`src/rtl/ibex_cx_pkg.sv`:
```
// ibex_cx_pkg: shared definitions for the custom-instruction (CX) responder.
// Holds the responder FSM state type and the CX field widths used by the
// responder and its timeout counter.
package ibex_cx_pkg;

   // Width of the CX operation-type field.
   localparam int unsigned CX_OPTYPE_W = 2;
   // Width of the fixed-latency field; zero selects done-strobe completion.
   localparam int unsigned CX_DELAY_W  = 4;
   // Width of operands and results.
   localparam int unsigned CX_DATA_W   = 32;

   // Responder FSM states.
   typedef enum logic [1:0] {
      IDLE = 2'd0,
      BUSY = 2'd1,
      RESP = 2'd2
   } cx_state_e;

   // Latched request fields, captured on acceptance.
   typedef struct packed {
      logic [CX_OPTYPE_W-1:0] optype;
      logic [CX_DATA_W-1:0]   operand_a;
      logic [CX_DATA_W-1:0]   operand_b;
      logic [CX_DELAY_W-1:0]  delay;
   } cx_req_t;

   // True when a latched delay selects fixed-latency completion.
   function automatic logic cx_is_fixed(input logic [CX_DELAY_W-1:0] delay);
      return (delay != '0);
   endfunction

endpackage

```
`src/rtl/ibex_cx_timeout.sv`:
```
// ibex_cx_timeout: loadable down-counter with an expiry flag.
// Loaded with a start value, it decrements once per enabled cycle and stops
// at zero; expired_o is high whenever the count is zero.
module ibex_cx_timeout #(
   parameter int unsigned Width = 8
) (
   input  logic             clk,
   input  logic             rst_n,
   input  logic             load_i,
   input  logic [Width-1:0] load_val_i,
   input  logic             en_i,
   output logic             expired_o
);

   logic [Width-1:0] count_q;
   logic [Width-1:0] count_d;

   // Next count: load has priority, otherwise decrement and saturate at zero.
   always_comb begin
      count_d = count_q;
      if (load_i) begin
         count_d = load_val_i;
      end else if (en_i && (count_q != '0)) begin
         count_d = count_q - 1'b1;
      end
   end

   // Count register.
   always_ff @(posedge clk) begin
      if (!rst_n) begin
         count_q <= '0;
      end else begin
         count_q <= count_d;
      end
   end

   assign expired_o = (count_q == '0);

endmodule

```
`src/rtl/ibex_cx_responder.sv`:
```
// ibex_cx_responder: fabric-side end of the CX interface.
// Accepts one request at a time, launches it into the fabric, completes after
// a fixed latency or on the fabric done strobe, and returns a one-cycle
// response pulse with no back-pressure.
// Optional feature: define CX_TIMEOUT_EN to abort a BUSY operation after
// TimeoutCycles cycles with an error response. Without it the responder waits
// indefinitely and cx_resp_err_o / fab_abort_o stay 0.
//
// Handshake: a request transfers on a clock edge where cx_req_valid_i and
// cx_req_ready_o are both high; ready is high only in IDLE, and a request
// offered in BUSY/RESP must be held by the core until then. The response has
// no ready: cx_resp_valid_o is a single-cycle strobe the core must take.
module ibex_cx_responder
   import ibex_cx_pkg::*;
#(
   parameter int unsigned TimeoutCycles = 64
) (
   input  logic                   clk,
   input  logic                   rst_n,
   input  logic                   cx_req_valid_i,
   output logic                   cx_req_ready_o,
   input  logic [CX_OPTYPE_W-1:0] cx_optype_i,
   input  logic [CX_DATA_W-1:0]   cx_operand_a_i,
   input  logic [CX_DATA_W-1:0]   cx_operand_b_i,
   input  logic [CX_DELAY_W-1:0]  cx_delay_i,
   output logic                   cx_resp_valid_o,
   output logic [CX_DATA_W-1:0]   cx_resp_data_o,
   output logic                   cx_resp_err_o,
   output logic                   fab_start_o,
   output logic [CX_OPTYPE_W-1:0] fab_optype_o,
   output logic [CX_DATA_W-1:0]   fab_operand_a_o,
   output logic [CX_DATA_W-1:0]   fab_operand_b_o,
   input  logic [CX_DATA_W-1:0]   fab_result_i,
   input  logic                   fab_done_i,
   output logic                   fab_abort_o
);

   // A timeout shorter than this would race ordinary fixed-latency requests.
   if (TimeoutCycles < 16) begin : g_cfg_check
      $error("ibex_cx_responder: TimeoutCycles must be at least 16");
   end

   cx_state_e              state_q;
   cx_req_t                req_q;
   logic [CX_DELAY_W-1:0]  delay_cnt_q;
   logic                   fab_start_q;
   logic                   resp_valid_q;
   logic [CX_DATA_W-1:0]   resp_data_q;
   logic                   resp_err_q;
   logic                   abort_q;

   logic                   accept;
   logic                   done_now;
   logic                   timeout_now;

   assign accept = (state_q == IDLE) && cx_req_valid_i;

   // Fixed latency finishes when the down-counter reaches 1; a zero latency
   // finishes on the first BUSY cycle that sees the fabric done strobe.
   assign done_now = cx_is_fixed(req_q.delay) ? (delay_cnt_q == CX_DELAY_W'(1))
                                              : fab_done_i;

`ifdef CX_TIMEOUT_EN
   localparam int unsigned TmoW = $clog2(TimeoutCycles) + 1;

   logic timer_expired;

   // Loaded on acceptance so that it reaches zero in the TimeoutCycles-th
   // BUSY cycle, counting the start cycle as the first.
   ibex_cx_timeout #(
      .Width (TmoW)
   ) u_timeout (
      .clk        (clk),
      .rst_n      (rst_n),
      .load_i     (accept),
      .load_val_i (TmoW'(TimeoutCycles - 1)),
      .en_i       (state_q == BUSY),
      .expired_o  (timer_expired)
   );

   assign timeout_now = timer_expired;
`else
   assign timeout_now = 1'b0;
`endif

   // Responder FSM with all request, fabric and response outputs registered.
   always_ff @(posedge clk) begin
      if (!rst_n) begin
         state_q      <= IDLE;
         req_q        <= '0;
         delay_cnt_q  <= '0;
         fab_start_q  <= 1'b0;
         resp_valid_q <= 1'b0;
         resp_data_q  <= '0;
         resp_err_q   <= 1'b0;
         abort_q      <= 1'b0;
      end else begin
         // Strobes are high for one cycle unless re-asserted below.
         fab_start_q  <= 1'b0;
         resp_valid_q <= 1'b0;
         abort_q      <= 1'b0;
         case (state_q)
            IDLE: begin
               if (cx_req_valid_i) begin
                  req_q.optype    <= cx_optype_i;
                  req_q.operand_a <= cx_operand_a_i;
                  req_q.operand_b <= cx_operand_b_i;
                  req_q.delay     <= cx_delay_i;
                  delay_cnt_q     <= cx_delay_i;
                  fab_start_q     <= 1'b1;
                  state_q         <= BUSY;
               end
            end
            BUSY: begin
               if (cx_is_fixed(req_q.delay)) begin
                  delay_cnt_q <= delay_cnt_q - 1'b1;
               end
               // Completion takes priority over a coincident timeout.
               if (done_now) begin
                  resp_data_q  <= fab_result_i;
                  resp_err_q   <= 1'b0;
                  resp_valid_q <= 1'b1;
                  state_q      <= RESP;
               end else if (timeout_now) begin
                  resp_data_q  <= '0;
                  resp_err_q   <= 1'b1;
                  resp_valid_q <= 1'b1;
                  abort_q      <= 1'b1;
                  state_q      <= RESP;
               end
            end
            RESP: begin
               state_q <= IDLE;
            end
            default: begin
               state_q <= IDLE;
            end
         endcase
      end
   end

   assign cx_req_ready_o  = (state_q == IDLE);
   assign cx_resp_valid_o = resp_valid_q;
   assign cx_resp_data_o  = resp_data_q;
   assign fab_start_o     = fab_start_q;
   assign fab_optype_o    = req_q.optype;
   assign fab_operand_a_o = req_q.operand_a;
   assign fab_operand_b_o = req_q.operand_b;

`ifdef CX_TIMEOUT_EN
   assign cx_resp_err_o   = resp_err_q;
   assign fab_abort_o     = abort_q;
`else
   assign cx_resp_err_o   = 1'b0;
   assign fab_abort_o     = 1'b0;

   // Error and abort registers have no timeout source in this build.
   logic unused_tmo;
   assign unused_tmo = resp_err_q ^ abort_q;
`endif

endmodule

```
`config.mk`:
```
export PLATFORM = sky130hd
export DESIGN_NAME = ibex_cx_responder
export DESIGN_NICKNAME = d
export VERILOG_FILES = /design/src/rtl/ibex_cx_pkg.sv /design/src/rtl/ibex_cx_timeout.sv /design/src/rtl/ibex_cx_responder.sv
export SDC_FILE = /design/constraint.sdc
export NUM_CORES = 1
export LEC_CHECK = 0
export CAP_MARGIN = 30
export CORE_MARGIN = 1
export CORE_UTILIZATION = 42
export DETAILED_ROUTE_END_ITERATION = 8
export MAX_ROUTING_LAYER = met4
export PLACE_DENSITY = 0.78
export SLEW_MARGIN = 25
export SYNTH_ARGS = -nofsm -noshare
export SYNTH_HDL_FRONTEND = slang
export SYNTH_HIERARCHICAL = 1
export SYNTH_SLANG_ARGS = --single-unit
```
`constraint.sdc`:
```
create_clock -name clk -period 2.5 [get_ports clk]
set_input_delay 0.5 -clock clk [delete_from_list [all_inputs] [get_ports clk]]
set_output_delay 0.5 -clock clk [all_outputs]
set_load 0.02 [all_outputs]
```
==> results.sh <==
export IMPL_first_pass_iters=6
export IMPL_tritoncts="built"
export IMPL_synth_adder_area_share=0.005490
export IMPL_core_area_um2=10420
export IMPL_syn_area_per_cell_um2=8.169
export IMPL_synth_top_family_by_area="simple AND/OR/NAND/NOR gates"
export IMPL_io_buffer_count=206
export IMPL_setup_viol=0
export IMPL_cts_hold_buf=0
export IMPL_ys_seq_elements=110
export IMPL_fin_nets=791
export IMPL_worstSkewPairLatency_ns=0.36
export IMPL_period_needed_ns=2.100
export IMPL_diodes=0
export IMPL_utilization=0.6163
export IMPL_synth_area_leaders="dfxtp_1 (48%), nand2_1 (17%), buf_4 (11%)"
export IMPL_stdcell_count=823
export IMPL_relSlewSlack=0.6063
export IMPL_grt_util_all_layers=0.1999
export IMPL_dp_slack_ns=0.4624
export IMPL_start_util=0.4376
export IMPL_finalCritPeriodShare=0.8398
export IMPL_layout_commonest_cell="nand2_1"
export IMPL_muxShareOfSynthArea=0.07521
export IMPL_dieWidth_um=106.2
export IMPL_yosysSeqAreaShare=0.4831
export IMPL_netlist_instances=558
export IMPL_startpoint_type="register"
export IMPL_drt_iter0_drc=179
export IMPL_fin_skew_ns=0.01560
export IMPL_die_area_um2=11270
export IMPL_drive_gt1_frac=0.04658
export IMPL_path_clk_slew_ns=0.09
export IMPL_vias=3882
export IMPL_ctsLongestPathBuffers=2
export IMPL_num_io_pins=209
export IMPL_total_power_mw=3.942
export IMPL_worstHoldPathType="register to register"
export IMPL_p_leak_nw=2.364
export IMPL_p_per_area_nw_per_um2=614.0
export IMPL_met2_usage=0.3502
export IMPL_antenna_found_initial=0
export IMPL_finalWirelength_um=10950
export IMPL_use_met1=0.2133
export IMPL_synth_warnings=6
export IMPL_synth_area_leader_cell="dfxtp_1"
export IMPL_cp_arrival_ns=1.60
export IMPL_dpl_hpwl_um=8083
export IMPL_post_cts_setup_buffers=0
export IMPL_grt_pass1_wl_um=17600
export IMPL_tightest_slew_ns=0.5905
export IMPL_worstPathRequired_ns=2.00
export IMPL_synthDistinctLibCells=27
export IMPL_synth_simple_area_share=0.1938
export IMPL_endpoint_kind="primary output"
export IMPL_netlist_area_um2=4558
export IMPL_overflow=0
export IMPL_cts_root_buf="clkbuf_8"
export IMPL_antenna_left=0
export IMPL_syn2layout_area_growth_pct=40.85
export IMPL_grt_busiest_layer="met2"
export IMPL_wl_per_cell_um=13.30
export IMPL_grtUsageMet3=0.05395
export IMPL_numCtsBuffers=9
export IMPL_final_setup_tns_ns=0
export IMPL_synth_compound_area_frac=0.09388
export IMPL_die_h_um=106.2
export IMPL_cts_sinks=110
export IMPL_clock_fmax_mhz=476.3
export IMPL_layout_setup_ws_ns=0.4004
export IMPL_drv_slew=0
export IMPL_vdd_ir_drop_worst_mv=0.2997
export IMPL_hold_viol_final=0
export IMPL_rsz0062_at_grt="false"
export IMPL_dpl_cell_count=808
export IMPL_ctsResizeCount=0
export IMPL_cts_max_level=3
export IMPL_synth_top_area_share=0.4831
export IMPL_gp_congestion=0.7874
export IMPL_path_max_fanout=6
export IMPL_mostFrequentLayoutCells="nand2_1 (208), clkdlybuf4s50_1 (205), dfxtp_1 (110), a21oi_1 (74), mux2i_1 (32)"
export IMPL_critPathKind="register to primary output"
export IMPL_synth_xor_area_frac=0
export IMPL_rows=37
export IMPL_status="completed"
export IMPL_first_global_vias=3866
export IMPL_grt_max_degree=67
export IMPL_maxCapViolations=0
export IMPL_drc=0
export IMPL_avgViaCountPerCell=4.717
==> state kept, by name (all words and copies together), names as in the netlist <==
signal and cells:
cx_resp_data_o 32, fab_operand_a_o 32, fab_operand_b_o 32, delay_cnt_q 4, req_q 4, fab_optype_o 2
state_q 2, cx_resp_valid_o 1, fab_start_o 1
==> worst paths after layout <==
check | startpoint | end | slack [ns] | depth (start not counted)
setup / recovery | state_q[1] | cx_req_ready_o | 0.40 | 2
hold / removal | fab_operand_a_o[16] | fab_operand_a_o[16] | 0.46 | 2
setup reg to reg | req_q[3] | cx_resp_data_o[19] | 0.59 | 5
hold reg to reg | fab_operand_a_o[16] | fab_operand_a_o[16] | 0.46 | 2
==> area by class of cell <==
| type | count | area [µm²] |
|---|---|---|
| clock buffer | 10 | 127.6 |
| clock inverter | 5 | 60.06 |
| fill | 858 | 3996 |
| inverter | 3 | 11.26 |
| multi-input combinational | 344 | 1699 |
| sequential | 110 | 2202 |
| tap | 136 | 170.2 |
| timing repair buffer | 215 | 2150 |
==> power by group <==
part           internal [mW]  switching (mW)
Combinational          0.478           0.475
Clock                  0.463           0.575
Sequential              1.88          0.0708
==> synthesized netlist by cell type, drive strengths merged <==
library cell / count
nand2: 209
dfxtp: 110
a21oi: 74
buf: 71
mux2i: 33
clkbuf: 31
nor2: 4
nor3: 4
inv: 3
nor3b: 3
a31o: 2
ha: 2
o21ai: 2
a21o: 1
a22o: 1
a31oi: 1
conb: 1
nand2b: 1
nand3: 1
nor2b: 1
nor4bb: 1
o211ai: 1
or4: 1
==> through the flow <==
stage               hold WS, ns  area, µm²
floorplan                0.4356       4562
global placement         0.4410       6232
detailed placement       0.4457       6232
CTS                      0.4586       6420
global route             0.4708       6420
finish                   0.4576       6420
==> critical path, cell delays in order, from the launching register on <==
cell and delay [ns]:
dfxtp_1 0.38, nor2_1 0.20, clkdlybuf4s50_1 0.66
==> routing by layer <==
metal	wire [µm]	vias up
met5	0	-
met4	234	0
met3	833	20
met2	5527	132
met1	4354	1767
li1	-	1963
==> cell families after synthesis <==
group	count (synthesis)
simple gates	225
flops	110
buf+inv	105
compound gates	82
mux	33
fa+ha+maj	2
other cells	1
(Power assumes the default switching activity.)
